$ cat src/rtl/axi_lite_reg_responder.sv
// AXI4-Lite responder backed by a bank of NumRegs registers.
// AW and W are buffered in independent one-deep slots and committed together.
// Hardware may load any register directly, and that load takes priority over a bus write.

package axi_lite_reg_responder_pkg;
  typedef struct packed {
    logic [31:0] addr;
    logic [2:0]  prot;
  } ax_chan_t;

  typedef struct packed {
    logic [31:0] data;
    logic [3:0]  strb;
  } w_chan_t;

  typedef struct packed {
    logic [1:0] resp;
  } b_chan_t;

  typedef struct packed {
    logic [31:0] data;
    logic [1:0]  resp;
  } r_chan_t;

  typedef struct packed {
    ax_chan_t aw;
    logic     aw_valid;
    w_chan_t  w;
    logic     w_valid;
    logic     b_ready;
    ax_chan_t ar;
    logic     ar_valid;
    logic     r_ready;
  } req_t;

  typedef struct packed {
    logic    aw_ready;
    logic    w_ready;
    b_chan_t b;
    logic    b_valid;
    logic    ar_ready;
    r_chan_t r;
    logic    r_valid;
  } rsp_t;
endpackage

module axi_lite_reg_responder #(
  parameter int unsigned                  AddrWidth = 32,
  parameter int unsigned                  DataWidth = 32,
  parameter int unsigned                  NumRegs   = 16,
  parameter logic [AddrWidth-1:0]         BaseAddr  = '0,
  parameter logic [NumRegs-1:0]           RoMask    = '0,
  parameter logic [NumRegs*DataWidth-1:0] RegRstVal = '0,
  parameter type axi_lite_req_t = axi_lite_reg_responder_pkg::req_t,
  parameter type axi_lite_rsp_t = axi_lite_reg_responder_pkg::rsp_t
) (
  input  logic                           clk_i,
  input  logic                           rst_ni,
  input  axi_lite_req_t                  slv_req_i,
  output axi_lite_rsp_t                  slv_resp_o,
  output logic [NumRegs*DataWidth-1:0]   reg_q_o,
  input  logic [NumRegs-1:0]             reg_load_i,
  input  logic [NumRegs*DataWidth-1:0]   reg_d_i
);
  localparam int unsigned StrbWidth  = DataWidth / 8;
  localparam int unsigned OffBits    = $clog2(StrbWidth);
  localparam int unsigned IdxBits    = (NumRegs > 1) ? $clog2(NumRegs) : 1;
  localparam logic [1:0]  RespOkay   = 2'b00;
  localparam logic [1:0]  RespSlvErr = 2'b10;

  function automatic logic addr_hit(input logic [AddrWidth-1:0] addr);
    logic [AddrWidth-1:0] word;
    word = (addr - BaseAddr) >> OffBits;
    return (addr >= BaseAddr) && (word < AddrWidth'(NumRegs));
  endfunction

  function automatic logic [IdxBits-1:0] addr_idx(input logic [AddrWidth-1:0] addr);
    return IdxBits'((addr - BaseAddr) >> OffBits);
  endfunction

  logic                              aw_full_q, w_full_q, b_valid_q, r_valid_q;
  logic [AddrWidth-1:0]              aw_addr_q;
  logic [DataWidth-1:0]              w_data_q, r_data_q;
  logic [StrbWidth-1:0]              w_strb_q;
  logic [1:0]                        b_resp_q, r_resp_q;
  logic [NumRegs-1:0][DataWidth-1:0] regs_q, regs_d;
  logic                              aw_hs, w_hs, ar_hs, commit, wr_ok, rd_hit;
  logic [IdxBits-1:0]                wr_idx, rd_idx;
  logic                              unused_prot;

  assign unused_prot = ^{slv_req_i.aw.prot, slv_req_i.ar.prot};

  assign aw_hs  = slv_req_i.aw_valid & ~aw_full_q;
  assign w_hs   = slv_req_i.w_valid & ~w_full_q;
  assign ar_hs  = slv_req_i.ar_valid & ~r_valid_q;
  // A pending B that is being accepted this cycle frees the response slot for the next commit.
  assign commit = aw_full_q & w_full_q & (~b_valid_q | slv_req_i.b_ready);
  assign wr_idx = addr_idx(aw_addr_q);
  assign wr_ok  = addr_hit(aw_addr_q) & ~RoMask[wr_idx];
  assign rd_idx = addr_idx(slv_req_i.ar.addr);
  assign rd_hit = addr_hit(slv_req_i.ar.addr);

  // Next register state: hardware load beats a strobed bus write on the same register.
  always_comb begin
    regs_d = regs_q;
    for (int unsigned i = 0; i < NumRegs; i++) begin
      if (reg_load_i[i]) begin
        regs_d[i] = reg_d_i[i*DataWidth +: DataWidth];
      end else if (commit && wr_ok && (wr_idx == IdxBits'(i))) begin
        for (int unsigned b = 0; b < StrbWidth; b++) begin
          if (w_strb_q[b]) regs_d[i][8*b +: 8] = w_data_q[8*b +: 8];
        end
      end
    end
  end

  // Register bank.
  always_ff @(posedge clk_i) begin
    if (!rst_ni) regs_q <= RegRstVal;
    else         regs_q <= regs_d;
  end

  // AW/W holding slots and B response.
  always_ff @(posedge clk_i) begin
    if (!rst_ni) begin
      aw_full_q <= 1'b0;
      w_full_q  <= 1'b0;
      aw_addr_q <= '0;
      w_data_q  <= '0;
      w_strb_q  <= '0;
      b_valid_q <= 1'b0;
      b_resp_q  <= RespOkay;
    end else begin
      if (aw_hs) begin
        aw_full_q <= 1'b1;
        aw_addr_q <= slv_req_i.aw.addr;
      end else if (commit) begin
        aw_full_q <= 1'b0;
      end
      if (w_hs) begin
        w_full_q <= 1'b1;
        w_data_q <= slv_req_i.w.data;
        w_strb_q <= slv_req_i.w.strb;
      end else if (commit) begin
        w_full_q <= 1'b0;
      end
      if (commit) begin
        b_valid_q <= 1'b1;
        b_resp_q  <= wr_ok ? RespOkay : RespSlvErr;
      end else if (slv_req_i.b_ready) begin
        b_valid_q <= 1'b0;
      end
    end
  end

  // Single-outstanding read; data is the register value before any same-edge write.
  always_ff @(posedge clk_i) begin
    if (!rst_ni) begin
      r_valid_q <= 1'b0;
      r_data_q  <= '0;
      r_resp_q  <= RespOkay;
    end else if (ar_hs) begin
      r_valid_q <= 1'b1;
      r_data_q  <= rd_hit ? regs_q[rd_idx] : '0;
      r_resp_q  <= rd_hit ? RespOkay : RespSlvErr;
    end else if (slv_req_i.r_ready) begin
      r_valid_q <= 1'b0;
    end
  end

  // Response struct and register export.
  always_comb begin
    slv_resp_o          = '0;
    slv_resp_o.aw_ready = ~aw_full_q;
    slv_resp_o.w_ready  = ~w_full_q;
    slv_resp_o.b.resp   = b_resp_q;
    slv_resp_o.b_valid  = b_valid_q;
    slv_resp_o.ar_ready = ~r_valid_q;
    slv_resp_o.r.data   = r_data_q;
    slv_resp_o.r.resp   = r_resp_q;
    slv_resp_o.r_valid  = r_valid_q;
  end

  assign reg_q_o = regs_q;

endmodule

$ cat config.mk
export PLATFORM = sky130hd
export DESIGN_NAME = axi_lite_reg_responder
export DESIGN_NICKNAME = d
export VERILOG_FILES = /design/src/rtl/axi_lite_reg_responder.sv
export SDC_FILE = /design/constraint.sdc
export NUM_CORES = 1
export LEC_CHECK = 0
export CAP_MARGIN = 30
export CORE_AREA = 4 4 469 471
export CTS_CLUSTER_DIAMETER = 120
export DETAILED_ROUTE_END_ITERATION = 8
export DIE_AREA = 0 0 473 475
export GPL_ROUTABILITY_DRIVEN = 1
export PLACE_DENSITY_LB_ADDON = 0.15
export SLEW_MARGIN = 20
export SYNTH_ARGS = -nofsm -noshare
export SYNTH_HDL_FRONTEND = slang
export SYNTH_SLANG_ARGS = --single-unit
$ cat constraint.sdc
create_clock -name clk_i -period 2.6 [get_ports clk_i]
set_clock_uncertainty 0.05 [all_clocks]
set_input_delay 0.39 -clock clk_i [delete_from_list [all_inputs] [get_ports clk_i]]
set_output_delay 0.39 -clock clk_i [all_outputs]
set_load 0.005 [all_outputs]
Word level (Yosys, flattened, before mapping)
Memory sizes are Yosys's and may differ from the RTL's. A register that Yosys moved wholly into a read port is not among the register bits.
Cells that the tools add are included.

storage, ports and cells
  memories = 1
  ROM bits = 16
  logic and storage cells = 327
  output and inout bits = 553
  bits in registers = 620

operators by class
  bitwise operators = 12
  multiplexer cells = 51
  equal/unequal tests = 15
  magnitude comparators = 6
  reduce and logical (&&, ||, !) cells = 168

memories
  name              words  bits a word  rd ports  clocked after Yosys merged registers in  write ports  RTL line  RTL
  (name not given)  16     1            1         1                                        0            99        assign wr_ok = addr_hit(aw_addr_q) & ~RoMask[wr_idx];

operator list
  operator             count
  $mux 32              34
  $reduce_bool 2->1    84
  $bmux 32 s4          1
  $reduce_and 2->1     64
  $ge 32x1->1 const B  2
  $lt 30x5->1 const B  2
  $eq 4x4->1 const B   8
  $mux 8               4
  $logic_and 1x1->1    19
  $eq 4x3->1 const B   4
  $lt 4x5->1 const B   2
  $eq 4x2->1 const B   2
  $mux 1               8
  $mux 4               2
  $and 1x1->1          6
  $not 1->1            5
  $eq 4x1->1 const B   1
  $logic_not 4->1      1
  $mux 2               2
  $or 1x1->1           1

Depth between registers and ports, before layout
Gate-level depths: netlist (run 1).

  depth in word-level cells = 8
  gate-level depth with buffers = 9
  gate-level depth less buffers = 5

Least setup slack after synthesis (run 1)
OpenSTA, ideal clock, no wires.

  kind = input to register
  start point = input slv_req_i[7] in the netlist's numbering
  end point = register r_data_q[20]
  arrival = 2.013 ns
  stages = 6
  library setup time = 0.134 ns
  setup slack = 0.403 ns
  path buffers = 3
  data required time = 2.416 ns
  cells stage by stage = clkbuf_1 -> buf_2 -> buf_2 -> mux4_2 -> mux2i_1 -> o211ai_1

on the way
  cells in the longest elaborated chain, start to end = 3
  elaborated cells on any way between the ends = 6
  classes of those cells = 2 x order compare; 3 x mux; 1 x reduce/logical

RTL lines
  what                                                 RTL line  RTL
  start, declared                                      59        input axi_lite_req_t slv_req_i,
  $ge 32x1->1, or another cell as far along            74        return (addr >= BaseAddr) && (word < AddrWidth'(NumRegs));
  $logic_and 1x1->1 / $mux 32 (equally long branches)  74, 164
  $mux 32 (*)                                          164       r_data_q <= rd_hit ? regs_q[rd_idx] : '0;
  end signal, assigned                                 164
  end, declared                                        83        logic [DataWidth-1:0] w_data_q, r_data_q;

Every way passes the cells marked *; elsewhere a longest branch is shown, timed or not. The select of a mux whose other input is x is not followed.
A chain may end at the register's enable or synchronous reset.

Worst setup path in the final report (run 1)
  start point = register aw_addr_q[3]
  end point = register regs_q, in the netlist reg_q_o[195]

on the way
  cells in the longest elaborated chain, start to end = 7
  elaborated cells on any way between the ends = 9
  classes of those cells = 2 x order compare; 1 x eq/ne; 1 x bitwise; 5 x reduce/logical

RTL lines
  what                                               RTL line  RTL
  start, declared                                    82        logic [AddrWidth-1:0] aw_addr_q;
  start signal, assigned                             136       aw_addr_q <= slv_req_i.aw.addr;
  $ge 32x1->1 / $lt 30x5->1 (equally long branches)  74
  $logic_and 1x1->1                                  74
  $and 1x1->1                                        99
  $logic_and 1x1->1                                  109       end else if (commit && wr_ok && (wr_idx == IdxBits'(i))) begin
  $logic_and 1x1->1 (*)                              109
  $reduce_bool 2->1 (no source line) (*)             n/a
  $reduce_and 2->1 (no source line) (*)              n/a
  end signal, assigned                               119       if (!rst_ni) regs_q <= RegRstVal;
  end signal, assigned                               120       else regs_q <= regs_d;
  end, declared                                      86        logic [NumRegs-1:0][DataWidth-1:0] regs_q, regs_d;

Every way passes the cells marked *; elsewhere a longest branch is shown, timed or not.

==> results.cfg, run 1 <==
[die]
core_um2 = 216100
start_util = 0.1577
die_area_um2 = 224700
die_width_um = 473
ios = 1194
die_h_um = 475
rows = 171

[synth]
netlist_area_um2 = 34070
yosysSeqAreaShare = 0.3620
synth_top_area_share = 0.3620
netlist_instances = 3235
yosys.area.top_type = dfxtp_1
synthArstFlopShare = 0
ys_top_cells_by_area = dfxtp_1 (36%), a32oi_1 (13%), or3b_1 (13%)
syn_avg_cell_area_um2 = 10.53
ys_ff_latch = 616
yosys_warnings = 0
synth_most_common_cell = dfxtp_1
synth.distinct_cells = 42
synth-edff-count = 0
synthFlopType = dfxtp_1
synthTopCellsByCount = dfxtp_1 (616), a21boi_1 (512), a32oi_1 (512)

[setup_path]
critPathLaunch = aw_addr_q[3]$_SDFFE_PN0P_
max_stage_delay_ps = 770
critical-path-top-delay-family = simple AND/OR/NAND/NOR gates
crit_type = reg -> reg
critPathArrivalTime_ps = 3100
r2r_cells = 8
r2r_setup_slack_ps = 80
crit_path_cell_trace = buf_12 > nor4b_1 > buf_4 > nand4_4 > buf_12 > nor4_4 > or3b_1 > a21boi_1
critPathLaunchType = register
path_buf_inv = 3
cpMostUsedCell = buf_12
crit_required_ps = 3180
reg2reg_to = reg_q_o[195]$_SDFFE_PN0P_
worst-path-max-fanout = 10
slowest_stage = nor4_4
crit_path_end_kind = register
r2r_start = aw_addr_q[3]$_SDFFE_PN0P_
crit_cells = 8
crit_end = reg_q_o[195]$_SDFFE_PN0P_

[place]
place_area_um2 = 51280
pre_cts_slack_ps = -365.6
gp_congestion = 0.8413
dpl.hpwl_um = 228000
portBuffers = 1181

[clock_tree]
cts_tree = done
clkSinkCount = 616
insertion_delay_ps = 750
htreeDepth = 3
cts-root-buf = clkbuf_16
cts_made_buffers = 87
clock_path_buffers = 3
path_clk_slew_ps = 70

[cells_and_area]
drive_above_1_share = 0.1767
final_nets = 5124
syn_to_final_growth_pct = 60.87
fill_cells = 23090
postLayoutCoreUtil = 0.2536
stdcell_area_um2 = 54810

[timing]
setup_viol = 0
worstMarginPinSlew_ps = 1041
fin_crit_ps = 2517
holdWs_ps = 102.0
max_freq_ghz = 0.3973
slew_headroom = 0.3006
post-route-period-util = 0.9682
hold_viol_final = 0
final_max_slew_viol_count = 0
layout_setup_ws_ps = 82.71

[detailed_routing]
avgViaCountPerCell = 4.932
drc = 0
vias = 36660
finalWirelength_um = 289800
firstDrtPassIters = 6
ant_nets = 0
drt-wirelength-per-cell_um = 38.98
drt_iter0_markers = 2885

[global_route]
grt_pass1_vias = 36460
grt_usage = 0.2450
antenna_found_initial = 87
grt_max_degree = 135
grt_pass1_wl_um = 369500
grt_remaining_overflow = 0

[min_path]
min_path_type = in -> reg

[power_and_ir_drop]
vdd_drop_max_v = 0.0004824
pwr_density_cell_nw_per_um2 = 544.5
power_uw = 29840
total_leakage_power_uw = 0.01845

[job]
max_cap_viol_count = 0

[status]
status = completed
-- flip-flops by register name (all words and copies together), names as in the netlist --
register,flops
aw_addr_q,30
aw_full_q,1
b_resp_q,1
b_valid_q,1
r_data_q,32
r_resp_q,1
r_valid_q,1
reg_q_o,512
w_data_q,32
w_full_q,1
w_strb_q,4
-- final cells by class --
| cell class | instances | area, µm² | area share |
|---|---|---|---|
| Multi-Input combinational cell | 2234 | 20170 | 0.3680 |
| Timing Repair Buffer | 1541 | 15640 | 0.2854 |
| Sequential cell | 616 | 12380 | 0.2259 |
| Tap cell | 2854 | 3571 | 0.06515 |
| Clock buffer | 131 | 2544 | 0.04641 |
| Clock inverter | 25 | 416.7 | 0.007602 |
| Antenna cell | 30 | 75.07 | 0.001370 |
| Inverter | 3 | 11.26 | 0.0002055 |
-- power breakdown --
| part | switching (µW) | internal, µW |
|---|---|---|
| clock | 5380 | 7660 |
| sequential | 837 | 9950 |
| combinational | 3050 | 2970 |
| total | 9270 | 20600 |
-- layout by cell type, fill, tap and decap left out, types with 7 or more instances in the layout --
master           count
clkdlybuf4s50_1   1160
dfxtp_1            580
a32oi_1            512
a21boi_1           512
or3b_1             510
buf_4              267
nand2_1            212
mux4_2             128
clkbuf_16           94
buf_12              75
nor4_4              67
a21boi_0            67
dfxtp_2             35
mux2i_1             32
nor2_1              31
nor3_1              31
mux2_2              31
o211ai_1            31
diode_2             30
clkbuf_1            25
clkbuf_8            18
buf_2               18
nor4_1               9
bufinv_16            9
buf_16               7
-- worst min path at each step --
stage,from,endpoint,slack [ps],cells past startpoint
final,reg_load_i[1],reg_q_o[63]$_SDFFE_PN0P_,100,3
after global routing,reg_load_i[1],reg_q_o[63]$_SDFFE_PN0P_,70,3
after CTS,reg_load_i[1],reg_q_o[63]$_SDFFE_PN0P_,0.08,3
after detailed placement,r_data_q[16]$_SDFFE_PN0P_,r_data_q[16]$_SDFFE_PN0P_,410,2
after global placement,r_data_q[12]$_SDFFE_PN0P_,r_data_q[12]$_SDFFE_PN0P_,400,2
after floorplan,aw_addr_q[25]$_SDFFE_PN0P_,aw_addr_q[25]$_SDFFE_PN0P_,390,2
-- metal layers --
| layer | routed length [µm] | share of wire | vias up | track usage |
|---|---|---|---|---|
| met1 | 125000 | 0.43 | 18950 | 0.3170 |
| met4 | 7128 | 0.025 | 44 | 0.05587 |
| met2 | 136600 | 0.47 | 1775 | 0.4105 |
| met3 | 20720 | 0.072 | 331 | 0.05914 |
| li1 | - | - | 15560 | - |
| met5 | 275 | 0.00095 | - | 0 |
-- stage by stage --
stage               instances  TNS [ps]
finish                   7434         0
global route             7410    -78.11
CTS                      7382    -34.89
detailed placement       7221    -33290
global placement         7220    -37130
floorplan                3236         0
-- tightest hold or removal path, cell delays in order --
cell	delay (ps)
buf_2	200
a32oi_1	180
a21boi_1	80
-- cells by family after synthesis --
logic type / share of synthesized area
AO/OA/AOI/OAI: 0.2673
AND/OR/NAND/NOR: 0.2176
flip-flops: 0.3620
buffers and inverters: 0.04870
multiplexers: 0.1043
other: 0.0001101
-- repair_timing --
action	CTS	global route
pin swaps	7	17
hold buffers	1	0
hold endpoints to repair	13	0
setup endpoints to repair	54	359
gates cloned	0	6
buffers inserted	4	14
gates resized for setup	5	22
Power figures use the tool's default switching activity.
==> run 2: changes to the inputs <==
- PLACE_DENSITY_LB_ADDON: 0.15 -> 0.08
==> run 2 against run 1 <==
Global-route usage rose by 0.69 points. Flip-flop and latch count did not move. Total power rose by 0.41%. Final cell count rose by 0.54%. Clock power barely moved. Combinational power rose by 0.8%. Register-to-register slack barely moved. Count of clock-buffer cells in the layout rose by 7. Non-clock buffer count rose by 29. Fmax fell by 0.14%. Critical path depth fell by 1. Sequential power barely moved. Critical path type unchanged. Critical endpoint is now reg_q_o[106]$_SDFFE_PN0P_.
==> results.cfg, run 2 (synthesis results as in run 1) <==
[timing]
fin_crit_ps = 2521
worstMarginPinSlew_ps = 991.0
post-route-period-util = 0.9696
layout_setup_ws_ps = 79.14
grt_setup_unrepaired = false
slew_headroom = 0.3369
max_freq_ghz = 0.3967
final_max_slew_viol_count = 0
hold_viol_final = 0
setup_viol = 0
holdWs_ps = 123.1

[place]
pre_cts_slack_ps = -716.9
portBuffers = 1181
dpl.hpwl_um = 232100
dp.cells = 7258
gp_congestion = 0.8245

[detailed_routing]
drt_iter0_markers = 2970
firstDrtPassIters = 5
vias = 36530
avgViaCountPerCell = 4.888
drc = 0
ant_nets = 0
finalWirelength_um = 296700
drt-wirelength-per-cell_um = 39.70

[cells_and_area]
postLayoutCoreUtil = 0.2555
final_nets = 5157
final_common_cell = clkdlybuf4s50_1
final_cells = 7474
drive_above_1_share = 0.1827
largest_reg_flops = 512
final_cell_mix = clkdlybuf4s50_1 (1161), dfxtp_1 (584), a32oi_1 (512), a21boi_1 (512), or3b_1 (510)
syn_to_final_growth_pct = 62.05

[setup_path]
slowest_stage = nor4_4
critPathArrivalTime_ps = 3070
crit_path_cell_trace = buf_12 > nor4bb_1 > nand4_4 > buf_12 > nor4_4 > or3b_1 > a21boi_1
worst-path-max-fanout = 12
crit_required_ps = 3150
max_stage_delay_ps = 630
critPathLaunchType = register
crit_path_end_kind = register
crit_type = reg -> reg
cpMostUsedCell = buf_12

[global_route]
grtUsageMet1 = 0.3203
grt_pass1_wl_um = 379500
grt_max_degree = 65
grt_usage = 0.2519
use_met3 = 0.06592
grt_pass1_vias = 36570
antenna_found_initial = 120
use_met2 = 0.4169
grt_most_used_layer = met2
grt_remaining_overflow = 0

[die]
ios = 1194
die_h_um = 475
core_um2 = 216100
die_area_um2 = 224700
start_util = 0.1577
rows = 171
die_width_um = 473

[clock_tree]
path_clk_slew_ps = 60
cts_made_buffers = 91
clkSinkCount = 616
cts-root-buf = clkbuf_16
cts_tree = done
clock_path_buffers = 3
htreeDepth = 3
insertion_delay_ps = 730

[power_and_ir_drop]
power_uw = 29970
pwr_density_cell_nw_per_um2 = 542.8
total_leakage_power_uw = 0.01870
vdd_drop_max_v = 0.0004428

[min_path]
min_path_type = in -> reg

[status]
status = completed

[job]
max_cap_viol_count = 0
## run 2: routing by layer
metal / vias to the layer above / wire, µm
li1: 15640 / -
met1: 18780 / 126000
met5: - / 450
met2: 1717 / 139100
met3: 327 / 22100
met4: 68 / 9080
## run 2: report_power, final
part | internal, µW | leakage, µW | switching [µW] | total (µW)
logic | 3010 | 0.0121 | 3070 | 6070
clock network | 7550 | 0.00149 | 5570 | 13100
registers | 9960 | 0.00508 | 825 | 10800
## run 2: repair_timing
action	in CTS	in global routing
endpoints found under the setup margin	148	250
pin swaps	2	19
gates cloned	1	5
endpoints found under the hold margin	23	0
resized for setup	5	13
setup buffers	3	9
hold buffers	1	0
## run 2: area by class of cell
| class | count | area (µm²) |
|---|---|---|
| flip-flops and latches | 616 | 12370 |
| well taps | 2854 | 3571 |
| clock inverters | 26 | 294.0 |
| inverters | 3 | 11.26 |
| fillers | 22930 | 160900 |
| repair buffers | 1570 | 15980 |
| diodes | 33 | 82.58 |
| clock buffers | 138 | 2725 |
| multi-input cells | 2234 | 20170 |
## run 2: stage by stage
step | TNS (ps) | cell area, µm²
floorplan | 0 | 34070
global placement | -169590 | 51640
global route | 0 | 55150
CTS | 0 | 54810
finish | 0 | 55210
detailed placement | -129380 | 51700
## run 2: critical path: cells and delay by family, from the launching register on
| family | cells | cell delay, ps |
|---|---|---|
| flip-flops | 1 | 350 |
| AO/OA/AOI/OAI | 1 | 60 |
| AND/OR/NAND/NOR | 4 | 1500 |
| buffers and inverters | 2 | 400 |
## run 2: worst paths after layout
check | from | to | slack [ps] | depth (start not counted)
max reg2reg | aw_addr_q[3]$_SDFFE_PN0P_ | reg_q_o[106]$_SDFFE_PN0P_ | 80 | 7
max | aw_addr_q[3]$_SDFFE_PN0P_ | reg_q_o[106]$_SDFFE_PN0P_ | 80 | 7
min reg2reg | r_data_q[30]$_SDFFE_PN0P_ | r_data_q[30]$_SDFFE_PN0P_ | 410 | 1
min | reg_load_i[3] | reg_q_o[126]$_SDFFE_PN0P_ | 120 | 3
